--- src/rtl/led_seq_pkg.sv ---
// Shared types for the LED pattern sequencer: advance modes and bounce direction.
package led_seq_pkg;

  typedef enum logic [1:0] {
    ROT_L  = 2'd0,
    ROT_R  = 2'd1,
    BOUNCE = 2'd2,
    COUNT  = 2'd3
  } mode_e;

  typedef enum logic {
    LEFT  = 1'b0,
    RIGHT = 1'b1
  } dir_e;

  localparam int unsigned PWM_WIDTH = 8;

endpackage

--- src/rtl/step_tick_gen.sv ---
// Step-period divider: produces a one-cycle tick_c every eff_period enabled clocks.
module step_tick_gen #(
  parameter int unsigned COUNT_WIDTH = 32
) (
  input  logic                   clk,
  input  logic                   rst,
  input  logic                   enable,
  input  logic                   clear,
  input  logic [COUNT_WIDTH-1:0] period,
  output logic                   tick_c
);

  logic [COUNT_WIDTH-1:0] cnt;
  logic [COUNT_WIDTH-1:0] cnt_nxt;
  logic [COUNT_WIDTH-1:0] eff_period;

  assign eff_period = (period == '0) ? COUNT_WIDTH'(1) : period;

  // ">=" so a period lowered below the running count fires at once instead of wrapping
  assign tick_c = enable && (cnt >= (eff_period - COUNT_WIDTH'(1)));

  always_comb begin
    cnt_nxt = cnt;
    if (clear || tick_c) begin
      cnt_nxt = '0;
    end else if (enable) begin
      cnt_nxt = cnt + COUNT_WIDTH'(1);
    end
  end

  always_ff @(posedge clk or posedge rst) begin
    if (rst) begin
      cnt <= '0;
    end else begin
      cnt <= cnt_nxt;
    end
  end

endmodule

--- src/rtl/led_pattern_sequencer.sv ---
// LED pattern engine: rotates, bounces or counts a WIDTH-bit pattern on each step tick.
// Optional PWM brightness stage enabled by defining LED_SEQ_PWM_EN.
module led_pattern_sequencer
  import led_seq_pkg::*;
#(
  parameter int unsigned      WIDTH       = 4,
  parameter int unsigned      COUNT_WIDTH = 32,
  parameter logic [WIDTH-1:0] SEED        = WIDTH'(4'b0011)
) (
  input  logic                   clk,
  input  logic                   rst,
  input  logic                   enable,
  input  logic [COUNT_WIDTH-1:0] period,
  input  logic [1:0]             mode,
  input  logic                   load,
  input  logic [WIDTH-1:0]       seed_in,
  input  logic [7:0]             duty,
  output logic [WIDTH-1:0]       out,
  output logic                   step
);

  logic             tick_c;
  logic [WIDTH-1:0] pat;
  logic [WIDTH-1:0] pat_nxt;
  logic [WIDTH-1:0] rol;
  logic [WIDTH-1:0] ror;
  dir_e             dir;
  dir_e             dir_nxt;
  logic             step_nxt;

  step_tick_gen #(
    .COUNT_WIDTH(COUNT_WIDTH)
  ) u_tick (
    .clk    (clk),
    .rst    (rst),
    .enable (enable),
    .clear  (load),
    .period (period),
    .tick_c (tick_c)
  );

  // Shift-based rotates degenerate to identity when WIDTH is 1
  assign rol = (pat << 1) | (pat >> (WIDTH - 1));
  assign ror = (pat >> 1) | (pat << (WIDTH - 1));

  // Next pattern/direction; load wins over a coincident tick
  always_comb begin
    pat_nxt  = pat;
    dir_nxt  = dir;
    step_nxt = 1'b0;
    if (load) begin
      pat_nxt = seed_in;
      dir_nxt = LEFT;
    end else if (tick_c) begin
      step_nxt = 1'b1;
      case (mode_e'(mode))
        ROT_L:  pat_nxt = rol;
        ROT_R:  pat_nxt = ror;
        BOUNCE: begin
          if (WIDTH > 1) begin
            if (dir == LEFT) begin
              if (pat[WIDTH-1]) begin
                dir_nxt = RIGHT;
                pat_nxt = pat >> 1;
              end else begin
                pat_nxt = pat << 1;
              end
            end else begin
              if (pat[0]) begin
                dir_nxt = LEFT;
                pat_nxt = pat << 1;
              end else begin
                pat_nxt = pat >> 1;
              end
            end
          end
        end
        COUNT:   pat_nxt = pat + WIDTH'(1);
        default: pat_nxt = pat;
      endcase
    end
  end

  always_ff @(posedge clk or posedge rst) begin
    if (rst) begin
      pat  <= SEED;
      dir  <= LEFT;
      step <= 1'b0;
    end else begin
      pat  <= pat_nxt;
      dir  <= dir_nxt;
      step <= step_nxt;
    end
  end

`ifdef LED_SEQ_PWM_EN
  logic [PWM_WIDTH-1:0] pwm_cnt;
  logic [WIDTH-1:0]     out_q;

  // Free-running PWM phase; duty of 255 leaves one dark slot per 256 clocks
  always_ff @(posedge clk or posedge rst) begin
    if (rst) begin
      pwm_cnt <= '0;
      out_q   <= '0;
    end else begin
      pwm_cnt <= pwm_cnt + PWM_WIDTH'(1);
      out_q   <= pat & {WIDTH{pwm_cnt < duty}};
    end
  end

  assign out = out_q;
`else
  logic unused_duty;

  assign unused_duty = ^duty;
  assign out         = pat;
`endif

endmodule

--- config.mk ---
export PLATFORM = sky130hd
export DESIGN_NAME = led_pattern_sequencer
export DESIGN_NICKNAME = d
export VERILOG_FILES = /design/src/rtl/led_seq_pkg.sv /design/src/rtl/step_tick_gen.sv /design/src/rtl/led_pattern_sequencer.sv
export SDC_FILE = /design/constraint.sdc
export NUM_CORES = 1
export LEC_CHECK = 0
export ABC_AREA = 1
export CAP_MARGIN = 20
export CORE_ASPECT_RATIO = 1.4
export CORE_UTILIZATION = 56
export CTS_CLUSTER_DIAMETER = 100
export DETAILED_ROUTE_END_ITERATION = 10
export PLACE_DENSITY_LB_ADDON = 0.3
export SLEW_MARGIN = 10
export SYNTH_ARGS = -nofsm -noshare
export SYNTH_HDL_FRONTEND = slang
export SYNTH_SLANG_ARGS = --single-unit
--- constraint.sdc ---
create_clock -name clk -period 2 [get_ports clk]
set_input_delay 0.4 -clock clk [delete_from_list [all_inputs] [get_ports clk]]
set_output_delay 0.4 -clock clk [all_outputs]
set_load 0.02 [all_outputs]
==> results by group, run 1 <==
Yosys
  – Area share of xor/xnor cells in the synthesized design: 7.94%
  – Share of synthesized cell area in full adder, half adder and majority cells: 11.3%
  – Area share of and/or/nand/nor cells after synthesis: 39.3%
  – Largest family of logic cells by synthesized area: simple AND/OR/NAND/NOR gates
  – Most used flip-flop cell after synthesis: sky130_fd_sc_hd__dfrtp_1
  – Post-synth net total: 684
  – Sequential share of the synthesized area: 24.0%
  – Mux cell area share after synthesis: 0%
  – Gate Count Post-Synth: 598
  – Share of async-settable or async-resettable flops after synthesis: 100%
  – Compound-Gate Fraction of Synth Area: 7.94%
  – Number of distinct standard cells referenced by the synthesized netlist: 40
  – Yosys synthesis warning count: 0
  – Post-synthesis register bit count: 38
  – Number of flops mapped to enable cells by yosys: 0
  – Cell area after technology mapping: 3970 um2
  – Post-Syn Area per Cell: 6.64 um2

GRT
  – Global Route Usage Sum: 74.4%
  – Largest net degree at the start of global routing: 39
  – Gr ovfl total: 57

Timing
  – Worst-path end type: register data pin
  – Worst-slack endpoint at the end of global-route timing repair: u_tick.cnt[29]$_DFFE_PP0P_/D

Clocking
  – Depth of the CTS H-tree: 2
  – Largest buffer count on any clock path: 2
  – Number of hold-repair buffers added at the cts stage: 0
  – Root Driver: sky130_fd_sc_hd__clkbuf_8
  – Number of clock sinks: 38
  – Number of buffers added by the clock tree synthesis step: 5

Place
  – Routability congestion estimate from global placement: 0.900
  – Post-DP HPWL: 9.47 mm
  – Count of buffers inserted at the top-level ports: 46

Status
  – Result of the run: stopped before the end
  – Log Error: [ERROR GRT-0232] Routing congestion too high. Check the congestion heatmap in the GUI.
  – Last stage reached: 5_1_grt

Die
  – Boundary Pins: 55
  – DIE WIDTH: 73.2 um
  – Starting density of the core: 59.2%
  – Y dimension of the die: 102 um
  – Number of placement rows: 35
logic make-up after synthesis:
group	after synthesis
compound gates	57
xor+xnor	36
fa+ha+maj	36
buf+inv	94
flops	38
simple gates	337
per-layer routing:
metal	overflow	GRT usage [%]
met4	23	82.7
met2	31	94.7
met1	1	70.6
met5	0	5.56
met3	2	56.5
Yosys cell counts, types with 2 or more instances:
cell type	count	area, um2
sky130_fd_sc_hd__nand2_2	5	31.3
sky130_fd_sc_hd__or2_2	2	12.5
sky130_fd_sc_hd__nor3_1	26	130
sky130_fd_sc_hd__nor3_2	5	50.1
sky130_fd_sc_hd__o21ai_0	18	90.1
sky130_fd_sc_hd__nand3_1	25	125
sky130_fd_sc_hd__dfrtp_1	36	901
sky130_fd_sc_hd__a31oi_1	2	12.5
sky130_fd_sc_hd__nand4_1	16	100
sky130_fd_sc_hd__nor3_4	2	32.5
sky130_fd_sc_hd__inv_1	84	315
sky130_fd_sc_hd__nor2_2	6	37.5
sky130_fd_sc_hd__dfstp_2	2	52.6
sky130_fd_sc_hd__xnor2_1	8	70.1
sky130_fd_sc_hd__o22ai_1	3	18.8
sky130_fd_sc_hd__buf_6	2	22.5
sky130_fd_sc_hd__o221ai_1	2	17.5
sky130_fd_sc_hd__a21oi_1	25	125
sky130_fd_sc_hd__o21a_1	2	15.0
sky130_fd_sc_hd__ha_1	36	450
sky130_fd_sc_hd__nor2_4	4	45.0
sky130_fd_sc_hd__nand3_2	6	60.1
sky130_fd_sc_hd__nor2_1	95	357
sky130_fd_sc_hd__nand2_1	140	526
sky130_fd_sc_hd__xor2_1	28	245
sky130_fd_sc_hd__inv_2	4	15.0
timing repair:
| item | CTS |
|---|---|
| endpoints found under the setup margin | 38 |
| setup buffers | 18 |
| pin swaps | 56 |
| endpoints found under the hold margin | 0 |
| resized for setup | 177 |
| gates cloned | 2 |
through the flow:
stage               TNS, ns  std cells  setup slack, ns  area (um2)  hold slack, ns
detailed placement   -82.05        836            -2.25        5410           0.527
CTS                  -42.11        860            -1.18        5910           0.535
floorplan            -44.84        598            -1.22        4080           0.461
global placement     -74.65        836            -2.03        5410           0.522
==> inputs of run 2 (changes only) <==
- CORE_ASPECT_RATIO: 1.4 -> unset
- CORE_UTILIZATION: 56 -> 40
- CTS_CLUSTER_DIAMETER: 100 -> unset
- PLACE_DENSITY_LB_ADDON: 0.3 -> 0.15
==> run 2 against run 1 <==
Against the previous run:
- the flow now finishes, with violations (setup timing)
- area after synthesis unchanged
- synthesized cell count unchanged
==> results by group, run 2 <==
Status
  – Result of the run: complete, but fails checks
  – Violated checks: setup timing

Die
  – Y dimension of the die: 102 um
  – Placeable core region: 9420 um2
  – DIE WIDTH: 102 um
  – Number of placement rows: 35
  – Starting density of the core: 42.2%
  – Boundary Pins: 55
  – Die area: 10300 um2

Timing
  – Maximum clock frequency: 316 MHz
  – Setup repair after global routing missed its margin: yes
  – Final hold slack: 0.508 ns
  – Share of the clock period used by the worst path after layout: 158%
  – Worst setup skew after layout: 0.0104 ns
  – Number of hold violations in the final report: 0
  – PnR worst setup slack: -1.17 ns
  – Count of endpoints failing setup in the final report: 38
  – Post-layout min period: 3.17 ns
  – Slew headroom: 65.5%
  – Pins Over Slew Limit: 0
  – Slew at the pin closest to its max-slew limit: 0.514 ns

Routing
  – Final routed DRC violation total: 0
  – Vias after detailed routing: 4642
  – Detailed router's first-iteration violation count: 253
  – Per-cell routed wire length: 13.7 um
  – Detailed-router iteration count before antenna repair: 7
  – Drt total wl: 12.8 mm
  – Average via count per standard cell: 4.99
  – Antenna violation net count after detailed routing: 0

Setup path
  – Maximum fanout along the worst path: 3
  – CP Launch Type: input port
  – Arrival time at the worst endpoint: 3.33 ns
  – Data required time of the worst path: 2.17 ns
  – Worst Setup End Kind: register
  – Start-to-end type of the worst setup path: input port to register

Clocking
  – Depth of the CTS H-tree: 2
  – CTS tree: built
  – Root Driver: sky130_fd_sc_hd__clkbuf_8
  – Clock-pin slew of the registers on the worst-case setup and hold paths: 0.08 ns
  – Largest buffer count on any clock path: 2
  – Insertion delay to the later sink of the worst-skew pair: 0.29 ns
  – Number of buffers added by the clock tree synthesis step: 5
  – Number of hold-repair buffers added at the cts stage: 0
  – Number of clock sinks: 38

Place
  – Count of buffers inserted at the top-level ports: 46
  – Instance area after placement: 5520 um2
  – Place WS: -2.15 ns
  – Post-DP HPWL: 9.11 mm
  – Routability congestion estimate from global placement: 0.918
  – Total placed cells including tap cells: 879

Layout
  – Most common cell after layout, fill and taps aside: sky130_fd_sc_hd__buf_4
  – Post-layout net count: 886
  – Most frequent cells in the layout: sky130_fd_sc_hd__buf_4, sky130_fd_sc_hd__nand2_1, sky130_fd_sc_hd__inv_1
  – Final standard cell count with taps included and fillers excluded: 930
  – Area grow syn2layout: 59.6%
  – Max reg flops: 32
  – Post-route cell area: 6330 um2
  – Register with the highest flop count: u_tick.cnt
  – Layout cell share with drive strength beyond 1: 40.3%
  – Antenna diode count: 0

GRT
  – Gr ovfl total: 0
  – Largest net degree at the start of global routing: 39
  – Number of global-route vias before repair: 4607
  – Global Route Usage Sum: 24.9%
  – Wire length of the first global-routing pass: 20.5 mm
  – Antenna violations before repair: 0

Yosys
  – Cell area after technology mapping: 3970 um2
  – Sequential share of the synthesized area: 24.0%
  – Largest area contributor in the netlist: sky130_fd_sc_hd__dfrtp_1
  – Post-synth net total: 684
  – Number of flops mapped to enable cells by yosys: 0
  – Commonest cells in the synthesized netlist: sky130_fd_sc_hd__nand2_1, sky130_fd_sc_hd__nor2_1, sky130_fd_sc_hd__inv_1
  – Yosys synthesis warning count: 0
  – Largest cells by area after synthesis: sky130_fd_sc_hd__dfrtp_1, sky130_fd_sc_hd__nand2_1, sky130_fd_sc_hd__ha_1, sky130_fd_sc_hd__nor2_1, sky130_fd_sc_hd__inv_1
  – Gate Count Post-Synth: 598
  – Most used flip-flop cell after synthesis: sky130_fd_sc_hd__dfrtp_1
  – Number of distinct standard cells referenced by the synthesized netlist: 40
  – Share of async-settable or async-resettable flops after synthesis: 100%
  – Post-Syn Area per Cell: 6.64 um2
  – Most repeated cell in the gate-level netlist after synthesis: sky130_fd_sc_hd__nand2_1
  – Post-synthesis register bit count: 38
  – Yosys top cell area share: 22.7%

Hold path
  – Worst min path class: input port to asynchronous set/reset pin

Pwr
  – Peak supply drop: 295 uV
  – Total power density per cell area: 326 nW/um2
  – Leak: 3.00 nW

Flow run
  – Max-cap violations: 0
## run 2: cell counts after synthesis
No cell type changed its count.
## run 2: cell families after synthesis
group	after synthesis	share of synthesized area [%]
adders and majority gates	36	11.3
AOI/OAI and AO/OA	57	7.94
and+or+nand+nor	337	39.3
xor gates and xnor gates	36	7.94
buffers and inverters	94	9.43
DFF	38	24.0
## run 2: final cells by class
cell class,count,area (um2)
Multi-Input combinational cell,467,3150
Fill cell,774,3080
Timing Repair Buffer,198,1600
Sequential cell,38,953
Inverter,90,380
Tap cell,129,161
Clock buffer,7,86.3
Clock inverter,1,5.00
## run 2: timing repair
item                       4_1_cts  5_1_grt
pin swaps                       63       23
gates resized for setup        185       75
setup buffers                   41        6
setup endpoints to repair       38       38
cloned                           2        0
## run 2: stage by stage
step                      util [%]  TNS, ns  total power [mW]
after global routing          67.3   -49.23              2.18
final                         67.3   -41.58              2.07
after floorplan                  -   -44.84              1.10
after CTS                     65.3   -43.49              2.02
after detailed placement      58.6   -77.95              1.42
after global placement        58.6   -75.37              1.41
## run 2: routing by layer
| layer | vias to the layer above | GRT usage (%) | part of all wire, % |
|---|---|---|---|
| met2 | 117 | 45.3 | 50 |
| li1 | 2335 | - | - |
| met4 | 0 | 7.25 | 2.0 |
| met1 | 2164 | 31.4 | 44 |
| met3 | 26 | 2.00 | 3.4 |
| met5 | - | 0 | 0 |
## run 2: final timing paths
| check | start | to | slack, ns | depth (start not counted) |
|---|---|---|---|---|
| worst max-delay path | period[31] | out[2]$_DFFE_PP0P_ | -1.17 | 23 |
| worst min-delay path | rst | u_tick.cnt[3]$_DFFE_PP0P_ | 0.51 | 3 |
| worst max register to register | u_tick.cnt[1]$_DFFE_PP0P_ | u_tick.cnt[15]$_DFFE_PP0P_ | -0.01 | 15 |
| worst min register to register | out[1]$_DFFE_PP1P_ | out[1]$_DFFE_PP1P_ | 0.54 | 2 |
| max in group asynchronous | rst | out[1]$_DFFE_PP1P_ | 1.10 | 3 |
| min in group clk | out[1]$_DFFE_PP1P_ | out[1]$_DFFE_PP1P_ | 0.54 | 2 |
## run 2: worst max-delay path, cell delays in order
cell and delay [ns]:
sky130_fd_sc_hd__clkdlybuf4s15_2 0.21, sky130_fd_sc_hd__nor4_4 0.35, sky130_fd_sc_hd__nand3_2 0.11, sky130_fd_sc_hd__and2_4 0.17
sky130_fd_sc_hd__ha_4 0.16, sky130_fd_sc_hd__nand2_4 0.08, sky130_fd_sc_hd__buf_4 0.10, sky130_fd_sc_hd__buf_4 0.13
sky130_fd_sc_hd__nor3_4 0.04, sky130_fd_sc_hd__xor2_1 0.15, sky130_fd_sc_hd__inv_1 0.09, sky130_fd_sc_hd__ha_4 0.26
sky130_fd_sc_hd__nand4_1 0.11, sky130_fd_sc_hd__nor3_2 0.17, sky130_fd_sc_hd__nand2_1 0.06, sky130_fd_sc_hd__nand2_1 0.07
sky130_fd_sc_hd__nand2_1 0.06, sky130_fd_sc_hd__nand2_2 0.11, sky130_fd_sc_hd__nand2_4 0.09, sky130_fd_sc_hd__buf_4 0.14
sky130_fd_sc_hd__buf_6 0.11, sky130_fd_sc_hd__nand3_1 0.07, sky130_fd_sc_hd__o21ai_2 0.07
## run 2: report_power, final
part           internal [mW]  switching (mW)  total (mW)
clock network          0.278           0.275       0.553
logic                  0.339           0.346       0.685
registers              0.792          0.0357       0.828
(Power assumes the default switching activity.)
